### src/rtl/qea_host_sequencer.sv
// Host-side sequencer for QEA: loads gate context, seeds the state RAM with |0..0>, runs the core, streams the state out.
// Context writes land one cycle after each accepted beat; readout has 1-cycle RAM latency into a 2-deep skid FIFO that absorbs m_state_ready stalls.
module qea_host_sequencer #(
    parameter int PE_NUM_WIDTH            = 2,
    parameter int PE_NUM                  = 4,
    parameter int DATA_WIDTH              = 32,
    parameter int MAX_QBIT_WIDTH          = 6,
    parameter int STATE_DATA_WIDTH        = 2*DATA_WIDTH,
    parameter int STATE_ADDR_WIDTH        = 16,
    parameter int GATE_CONTEXT_DATA_WIDTH = 2*DATA_WIDTH,
    parameter int GATE_CONTEXT_ADDR_WIDTH = 16,
    parameter int NUM_FRAC_BIT            = 30
) (
    input  logic                                 clk,
    input  logic                                 rst,
    input  logic                                 i_go,
    input  logic [MAX_QBIT_WIDTH-1:0]            i_qbit_num,
    input  logic [GATE_CONTEXT_ADDR_WIDTH-1:0]   i_ins_num,
    input  logic                                 s_ctx_valid,
    output logic                                 s_ctx_ready,
    input  logic [GATE_CONTEXT_DATA_WIDTH-1:0]   s_ctx_data,
    output logic                                 o_qea_start,
    output logic [MAX_QBIT_WIDTH-1:0]            o_qbit_num,
    output logic                                 o_ctx_en,
    output logic                                 o_ctx_wea,
    output logic [GATE_CONTEXT_ADDR_WIDTH-1:0]   o_ctx_addr,
    output logic [GATE_CONTEXT_DATA_WIDTH-1:0]   o_ctx_data,
    output logic                                 o_state_ena,
    output logic                                 o_state_wea,
    output logic [STATE_ADDR_WIDTH-1:0]          o_state_addra,
    output logic [PE_NUM*STATE_DATA_WIDTH-1:0]   o_state_dina,
    input  logic                                 i_qea_complete,
    input  logic [PE_NUM*STATE_DATA_WIDTH-1:0]   i_qea_state_dout,
    output logic                                 m_state_valid,
    input  logic                                 m_state_ready,
    output logic [PE_NUM*STATE_DATA_WIDTH-1:0]   m_state_data,
    output logic                                 m_state_last,
    output logic                                 o_busy,
    output logic                                 o_done,
    output logic                                 o_error,
    output logic [31:0]                          o_exec_cycles
);

    localparam int WORD_W = PE_NUM*STATE_DATA_WIDTH;
    localparam logic [DATA_WIDTH-1:0] ONE_FX    = DATA_WIDTH'(64'd1 << NUM_FRAC_BIT);
    localparam logic [WORD_W-1:0]     INIT_WORD = {ONE_FX, {(WORD_W-DATA_WIDTH){1'b0}}};

    localparam logic [2:0] S_IDLE  = 3'd0;
    localparam logic [2:0] S_LOAD  = 3'd1;
    localparam logic [2:0] S_INIT  = 3'd2;
    localparam logic [2:0] S_START = 3'd3;
    localparam logic [2:0] S_RUN   = 3'd4;
    localparam logic [2:0] S_READ  = 3'd5;
    localparam logic [2:0] S_DONE  = 3'd6;

    logic [2:0]                          r_state;
    logic [MAX_QBIT_WIDTH-1:0]           r_qbit;
    logic [GATE_CONTEXT_ADDR_WIDTH-1:0]  r_ins;
    logic [GATE_CONTEXT_ADDR_WIDTH-1:0]  r_ctx_cnt;
    logic                                r_ctx_en;
    logic [GATE_CONTEXT_ADDR_WIDTH-1:0]  r_ctx_addr;
    logic [GATE_CONTEXT_DATA_WIDTH-1:0]  r_ctx_data;
    logic [STATE_ADDR_WIDTH-1:0]         r_last_addr;
    logic [STATE_ADDR_WIDTH-1:0]         r_addr;
    logic                                r_rd_all;
    logic                                r_rd_pend;
    logic                                r_rd_pend_last;
    logic [31:0]                         r_exec;
    logic                                r_run_first;
    logic                                r_error;
    logic [WORD_W-1:0]                   r_fifo_dat [0:1];
    logic [1:0]                          r_fifo_last;
    logic                                r_wr_ptr;
    logic                                r_rd_ptr;
    logic [1:0]                          r_fifo_cnt;

    logic [MAX_QBIT_WIDTH-1:0]           w_shift;
    logic [MAX_QBIT_WIDTH-1:0]           w_sh_amt;
    logic                                w_go_ok;
    logic [STATE_ADDR_WIDTH-1:0]         w_last_addr;
    logic                                w_ctx_hs;
    logic                                w_pop;
    logic [1:0]                          w_inflight;
    logic                                w_rd_issue;

    // N-1 as an all-ones mask; shift range is guaranteed by w_go_ok before it is latched
    assign w_shift     = i_qbit_num - MAX_QBIT_WIDTH'(PE_NUM_WIDTH);
    assign w_sh_amt    = MAX_QBIT_WIDTH'(STATE_ADDR_WIDTH) - w_shift;
    assign w_go_ok     = (i_qbit_num > MAX_QBIT_WIDTH'(PE_NUM_WIDTH)) &&
                         (w_shift <= MAX_QBIT_WIDTH'(STATE_ADDR_WIDTH));
    assign w_last_addr = {STATE_ADDR_WIDTH{1'b1}} >> w_sh_amt;

    assign s_ctx_ready = (r_state == S_LOAD) && (r_ctx_cnt < r_ins);
    assign w_ctx_hs    = s_ctx_valid && s_ctx_ready;

    assign m_state_valid = (r_fifo_cnt != 2'd0);
    assign m_state_data  = r_fifo_dat[r_rd_ptr];
    assign m_state_last  = r_fifo_last[r_rd_ptr];
    assign w_pop         = m_state_valid && m_state_ready;

    // Occupancy is taken net of this cycle's pop so a free-flowing sink sees one word per cycle
    assign w_inflight = r_fifo_cnt + {1'b0, r_rd_pend} - {1'b0, w_pop};
    assign w_rd_issue = (r_state == S_READ) && !r_rd_all && (w_inflight < 2'd2);

    assign o_state_ena   = (r_state == S_INIT) || w_rd_issue;
    assign o_state_wea   = (r_state == S_INIT);
    assign o_state_addra = o_state_ena ? r_addr : '0;
    assign o_state_dina  = ((r_state == S_INIT) && (r_addr == '0)) ? INIT_WORD : '0;

    assign o_ctx_en      = r_ctx_en;
    assign o_ctx_wea     = r_ctx_en;
    assign o_ctx_addr    = r_ctx_addr;
    assign o_ctx_data    = r_ctx_data;
    assign o_qea_start   = (r_state == S_START);
    assign o_qbit_num    = r_qbit;
    assign o_busy        = (r_state != S_IDLE);
    assign o_done        = (r_state == S_DONE);
    assign o_error       = r_error;
    assign o_exec_cycles = r_exec;

    always_ff @(posedge clk or posedge rst) begin
        if (rst) begin
            r_state        <= S_IDLE;
            r_qbit         <= '0;
            r_ins          <= '0;
            r_ctx_cnt      <= '0;
            r_ctx_en       <= 1'b0;
            r_ctx_addr     <= '0;
            r_ctx_data     <= '0;
            r_last_addr    <= '0;
            r_addr         <= '0;
            r_rd_all       <= 1'b0;
            r_rd_pend      <= 1'b0;
            r_rd_pend_last <= 1'b0;
            r_exec         <= '0;
            r_run_first    <= 1'b0;
            r_error        <= 1'b0;
        end else begin
            r_error        <= 1'b0;
            r_ctx_en       <= 1'b0;
            r_rd_pend      <= w_rd_issue;
            r_rd_pend_last <= w_rd_issue && (r_addr == r_last_addr);
            if (w_ctx_hs) begin
                r_ctx_en   <= 1'b1;
                r_ctx_addr <= r_ctx_cnt;
                r_ctx_data <= s_ctx_data;
                r_ctx_cnt  <= r_ctx_cnt + GATE_CONTEXT_ADDR_WIDTH'(1);
            end
            case (r_state)
                S_IDLE: begin
                    if (i_go) begin
                        if (w_go_ok) begin
                            r_qbit      <= i_qbit_num;
                            r_ins       <= i_ins_num;
                            r_last_addr <= w_last_addr;
                            r_ctx_cnt   <= '0;
                            r_addr      <= '0;
                            r_state     <= (i_ins_num == '0) ? S_INIT : S_LOAD;
                        end else begin
                            r_error <= 1'b1;
                        end
                    end
                end
                S_LOAD: begin
                    if (r_ctx_en && (r_ctx_cnt == r_ins))
                        r_state <= S_INIT;
                end
                S_INIT: begin
                    if (r_addr == r_last_addr) begin
                        r_addr  <= '0;
                        r_state <= S_START;
                    end else begin
                        r_addr <= r_addr + STATE_ADDR_WIDTH'(1);
                    end
                end
                S_START: begin
                    r_exec      <= '0;
                    r_run_first <= 1'b1;
                    r_state     <= S_RUN;
                end
                S_RUN: begin
                    if (r_exec != '1)
                        r_exec <= r_exec + 32'd1;
                    r_run_first <= 1'b0;
                    // a stale complete from the previous run is masked for one cycle
                    if (!r_run_first && i_qea_complete) begin
                        r_addr   <= '0;
                        r_rd_all <= 1'b0;
                        r_state  <= S_READ;
                    end
                end
                S_READ: begin
                    if (w_rd_issue) begin
                        if (r_addr == r_last_addr)
                            r_rd_all <= 1'b1;
                        else
                            r_addr <= r_addr + STATE_ADDR_WIDTH'(1);
                    end
                    if (w_pop && m_state_last)
                        r_state <= S_DONE;
                end
                S_DONE:  r_state <= S_IDLE;
                default: r_state <= S_IDLE;
            endcase
        end
    end

    always_ff @(posedge clk or posedge rst) begin
        if (rst) begin
            r_fifo_dat[0] <= '0;
            r_fifo_dat[1] <= '0;
            r_fifo_last   <= '0;
            r_wr_ptr      <= 1'b0;
            r_rd_ptr      <= 1'b0;
            r_fifo_cnt    <= '0;
        end else begin
            if (r_rd_pend) begin
                r_fifo_dat[r_wr_ptr]  <= i_qea_state_dout;
                r_fifo_last[r_wr_ptr] <= r_rd_pend_last;
                r_wr_ptr              <= ~r_wr_ptr;
            end
            if (w_pop)
                r_rd_ptr <= ~r_rd_ptr;
            r_fifo_cnt <= r_fifo_cnt + {1'b0, r_rd_pend} - {1'b0, w_pop};
        end
    end

endmodule

### config.mk
export PLATFORM = sky130hd
export DESIGN_NAME = qea_host_sequencer
export DESIGN_NICKNAME = d
export VERILOG_FILES = /design/src/rtl/qea_host_sequencer.sv
export SDC_FILE = /design/constraint.sdc
export NUM_CORES = 1
export LEC_CHECK = 0
export ABC_CLOCK_PERIOD_IN_PS = 53800
export BUFFER_PORTS_ARGS = -buffer_cell sky130_fd_sc_hd__buf_4
export CORE_AREA = 3 3 385 387
export DETAILED_ROUTE_END_ITERATION = 8
export DIE_AREA = 0 0 388 390
export SYNTH_ARGS = -nofsm -noshare
export SYNTH_HDL_FRONTEND = slang
export SYNTH_SLANG_ARGS = --single-unit
### constraint.sdc
create_clock -name clk -period 53.8 [get_ports clk]
set_clock_uncertainty 0.15 [all_clocks]
set_input_delay 5.38 -clock clk [delete_from_list [all_inputs] [get_ports clk]]
set_output_delay 5.38 -clock clk [all_outputs]
set_load 0.01 [all_outputs]
# ---- After elaboration in Yosys (flattened, before gate mapping)
# Cells that the tools add are included.
dict set report word_totals {
  reg_bits 709
  inputBits 348
}
dict set report classes {
  n_bitwise 4
  order_cmp 10
  mux 43
  n_shift 1
  eq_ne 19
  n_addsub 7
  n_reduce_logical 29
}
# operator n
set ops {}
lappend ops {{$mux W256} 4}
lappend ops {{$bwmux W512} 1}
lappend ops {{$demux W256 S1} 1}
lappend ops {{$mux W255} 1}
lappend ops {{$mux W16} 11}
lappend ops {{$pmux W16 S4} 1}
lappend ops {{$pmux W32 S2} 1}
lappend ops {{$add A16 B1 Y16 const B} 2}
lappend ops {{$add A32 B1 Y32 const B} 1}
lappend ops {{$eq A16 B16 Y1} 2}
lappend ops {{$logic_not A16 Y1} 2}
lappend ops {{$mux W32} 1}
lappend ops {{$ne A32 B32 Y1 const B} 1}
lappend ops {{$mux W3} 6}
lappend ops {{$pmux W3 S6} 1}
lappend ops {{$lt A16 B16 Y1} 1}
lappend ops {{$shr A16 B6 Y16 const A} 1}
lappend ops {{$logic_and A1 B1 Y1} 13}
lappend ops {{$ne A2 B2 Y1 const B} 6}
lappend ops {{$reduce_and A6 Y1} 2}
lappend ops {{$mux W1} 10}
lappend ops {{$eq A3 B3 Y1 const B} 3}
lappend ops {{$ne A2 B1 Y1 const B} 4}
lappend ops {{$eq A3 B2 Y1 const B} 2}
lappend ops {{27 further kinds} 35}

# ---- Depth between registers and ports, before layout
dict set report depth {
  depth_word 7
  depth_mapped 12
  depth_no_buf 11
}

# ---- Worst setup path before layout
# Ideal clock, no wire load.
dict set report synth_timing {
  path_type {input port to output port}
  from {input m_state_ready}
  to {output o_state_addra[10]}
  slack_ns 40.919
  n_path_buf 2
  t_required_ns 48.270
  t_arrival_ns 7.351
  path_stages 11
  path_cell_list {and2_1 > ha_1 > inv_1 > ha_1 > xnor2_1 > xnor2_1 > or3_1 > clkbuf_1 > nand2_1 > clkbuf_1 > and2_1}
}
dict set report synth_via {
  elab_chain_cells 6
}
# element line_no
set synth_rtl {}
lappend synth_rtl {{start, declared} 35} ;# input logic m_state_ready,
lappend synth_rtl {{$logic_and A1 B1 Y1} 99} ;# assign w_pop = m_state_valid && m_state_ready;
lappend synth_rtl {{$sub A2 B1 Y2} 102} ;# assign w_inflight = r_fifo_cnt + {1'b0, r_rd_pend} - {1'b0, w_pop};
lappend synth_rtl {{via w_inflight[1]} 83} ;# logic [1:0] w_inflight;
lappend synth_rtl {{$lt A2 B2 Y1} 103} ;# assign w_rd_issue = (r_state == S_READ) && !r_rd_all && (w_inflight < 2'd2);
lappend synth_rtl {{$logic_and A1 B1 Y1} 103}
lappend synth_rtl {{$logic_or A1 B1 Y1} 105} ;# assign o_state_ena = (r_state == S_INIT) || w_rd_issue;
lappend synth_rtl {{via o_state_ena} 28} ;# output logic o_state_ena,
lappend synth_rtl {{$mux W16} 107} ;# assign o_state_addra = o_state_ena ? r_addr : '0;
lappend synth_rtl {{end, declared} 30} ;# output logic [STATE_ADDR_WIDTH-1:0] o_state_addra,
# The timed path passes the listed nets, and every way through them passes these cells.

# ---- Worst setup path after layout
dict set report layout_timing {
  from {input m_state_ready}
  to {output o_state_addra[15]}
}
dict set report layout_via {
  elab_chain_cells 6
}
# element line_no
set layout_rtl {}
lappend layout_rtl {{$logic_and A1 B1 Y1} 99}
lappend layout_rtl {{via w_pop} 82} ;# logic w_pop;
lappend layout_rtl {{$sub A2 B1 Y2} 102}
lappend layout_rtl {{via w_inflight[1]} 83}
lappend layout_rtl {{$lt A2 B2 Y1} 103}
lappend layout_rtl {{$logic_and A1 B1 Y1} 103}
lappend layout_rtl {{$logic_or A1 B1 Y1} 105}
lappend layout_rtl {{$mux W16} 107}
# The timed path passes the listed nets, and every way through them passes these cells.

==> flow_summary.yaml <==
route:
  wl_um: 96440
  via_count: 21432
  routedWlPerCell_um: 18.43
  avgViaCountPerCell: 4.096
  first_iter_violations: 830
  drc_errors: 0
  firstDrtPassIters: 5
  final_antenna_net_count: 0
timing:
  finalWorstSetupSlack_ps: 40490
  hold_violations: 0
  setup_viol: 0
  period_share_pct: 24.74
  relSlewSlack_pct: 28.02
  fin_setup_tns_ps: 0
  timing.fmax_ghz: 0.07513
  tightestPinTransition_ps: 1080
  finalMaxSlewViolations: 0
  final.min_clock_period_ps: 13310
  rsz0062_at_grt: "no"
final_layout:
  layoutNonFillerInstCount: 5233
  fillers: 14839
  final_cell_mix: "mux2_2, buf_4, dfrtp_1"
  layout-drive-gt1-share_pct: 51.43
  areaGrowthSynthToFinish_pct: 28.70
  utilization_pct: 29.54
  mostFrequentLayoutCell: "mux2_2"
  finalNetCount: 3628
worst_setup_path:
  required_ps: 48270
  arrival_ps: 7780
  end_kind: "primary output"
  cp-start-kind: "primary input"
  crit_fanout: 11
  slowest_stage: "or3_1"
  criticalPathCategory: "primary input to primary output"
  crit_chain: "buf_4, and2_1, ha_1, inv_1, ha_1, xnor2_1, xnor2_1, or3_1, nand2_1, and2_1, buf_4"
  crit_path_max_incr_delay_ps: 550
pwr:
  intPower_mw: 1.705
  switching_power_mw: 0.8325
  leakagePower_nw: 19.37
  switching_share_pct: 32.81
  irDropWorstVdd_mv: 0.03319
  sequentialPowerShare_pct: 35.8
  power_frac_comb_pct: 41.8
  power_density_mw_per_mm2: 59.15
  clkPwrFrac_pct: 22.4
  total_power_mw: 2.537
cts:
  cts_root_buffer: "clkbuf_16"
  cts.repair.resized: 0
  cts_buffer_depth: 3
  clock_latency_ps: 660
  cts_hold_buf: 0
  clock-sinks: 709
  cts_tree: "yes"
  htreeDepth: 3
  cts_buffers: 85
  clkTransAtPathRegs_ps: 60
  cts_setup_buffers: 0
min_path:
  hp-class: "flop to flop"
floorplanning:
  num_rows: 140
  dieWidth_um: 388
  ios: 1005
  dieArea_sq_mm: 0.1513
  dieHeight_um: 390
  start_util_pct: 22.95
  coreArea_sq_mm: 0.1452
run_status:
  outcome: "finished, final reports clean"
global_route:
  grt_pass1_vias: 22279
  grt_usage_pct: 12.22
  grt_pass1_wl_um: 142800
  grt_overflow: 0
  antenna_found_initial: 5
  grt_max_degree: 164
synth:
  synthFlopType: "dfrtp_1"
  async_flop_share_pct: 100.0
  netlist.area_leader.share_pct: 53.23
  netlist_area_sq_mm: 0.03333
  synth_cell_types: 67
  synth_top_area_cell: "dfrtp_1"
  syn-instance-count: 2520
  synth_edf_count: 0
  avgSynthCellArea_sq_um: 13.23
  synth_seq_cells: 709
  ys_seq_area_share_pct: 53.23
  ys_top_cells_by_area: "dfrtp_1, mux2_2, buf_4"
  ys_warn_count: 0
placement:
  port_buffers: 749
  dp.cells: 5085
  dp_hpwl_um: 70470
  pre_cts_slack_ps: 40390
  gp_congestion: 0.7699
run:
  cap_violations: 0
[cell families (layout without fill, tap and decap cells)]
group	count (synthesis)	in the layout	synth area share [%]
compound gates	141	141	2.665
xor+xnor	53	53	1.393
fa+ha+maj	25	25	0.9385
buf+inv	420	959	7.715
flops	709	709	53.23
mux	864	864	29.15
other cells	1	258	0.01125
simple gates	307	307	4.899
[per-stage QoR]
| step | hold slack, ps | area [sq um] |
|---|---|---|
| after floorplan | 302.3 | 34280 |
| after global placement | 318.1 | 40150 |
| after detailed placement | 326.3 | 40150 |
| after CTS | 341.3 | 42890 |
| after global routing | 355.4 | 42890 |
| final | 336.9 | 42900 |
[synth_stat cells (12+ instances only)]
master    count
o21ai_1      26
clkbuf_1    108
and2_1       17
nor4_1       14
mux2_1       69
nand3_1      29
xnor2_1      26
a21oi_1      44
nor3_1       15
and3_1       12
nand2_1      79
nand4_1      27
mux2i_1      12
o21ai_0      18
mux2_2      783
xor2_1       27
dfrtp_1     709
or3_1        12
buf_4       262
inv_1        36
ha_1         25
nor2_1       46
[layout make-up]
class	count	area (sq um)	share of cell area, %
clock inverters	24	305.3	0.7117
clock buffers	121	2436	5.679
repair buffers	776	5851	13.64
diodes	3	7.507	0.01750
flip-flops and latches	709	17750	41.37
multi-input cells	1645	14000	32.64
well taps	1917	2399	5.592
inverters	38	150.1	0.3500
[flip-flops by register name, indices dropped and copies added, names as in the netlist, 2 cells and up]
| register | flops |
|---|---|
| o_ctx_data | 64 |
| r_addr | 16 |
| o_qbit_num | 6 |
| r_fifo_dat | 512 |
| r_state | 3 |
| r_last_addr | 16 |
| r_ins | 16 |
| r_ctx_cnt | 16 |
| r_fifo_last | 2 |
| r_fifo_cnt | 2 |
| o_exec_cycles | 32 |
| o_ctx_addr | 16 |
[final timing paths]
| check | cells past startpoint | startpoint | slack (ps) | to |
|---|---|---|---|---|
| hold reg to reg | 1 | o_ctx_data[0] | 340 | o_ctx_data[0] |
| setup / recovery | 11 | m_state_ready | 40490 | o_state_addra[15] |
| min in group asynchronous | 2 | rst | 4700 | r_fifo_dat[282] |
| max in group asynchronous | 5 | rst | 45700 | r_fifo_dat[272] |
| hold / removal | 1 | o_ctx_data[0] | 340 | o_ctx_data[0] |
| setup reg to reg | 5 | r_rd_pend | 49390 | r_fifo_dat[353] |
[power by group through the flow]
stage	Sequential (mW)	Clock, mW	Combinational, mW
after floorplan	0.885	0	0.635
after global placement	0.908	0	1.07
after detailed placement	0.917	0	1.08
after CTS	0.910	0.589	1.08
after global routing	0.941	0.609	1.15
final	0.909	0.567	1.06
[layer usage]
metal  vias to the layer above  share of wire, %  routed length (um)  track usage [%]
li1                       9838                 -                   -                -
met1                     10827                41               39650            14.81
met2                       652                48               45890            19.82
met3                       115               9.1                8747            4.890
met4                         0               2.2                2151            3.867
met5                         -                 0                   0                0
[critical path, delay by kind of cell]
family	cells	cell delay (ps)
buffers and inverters	3	290
AND/OR/NAND/NOR	4	1300
XOR/XNOR	2	360
adder cells (fa/ha/maj)	2	460
(Power assumes the default switching activity.)
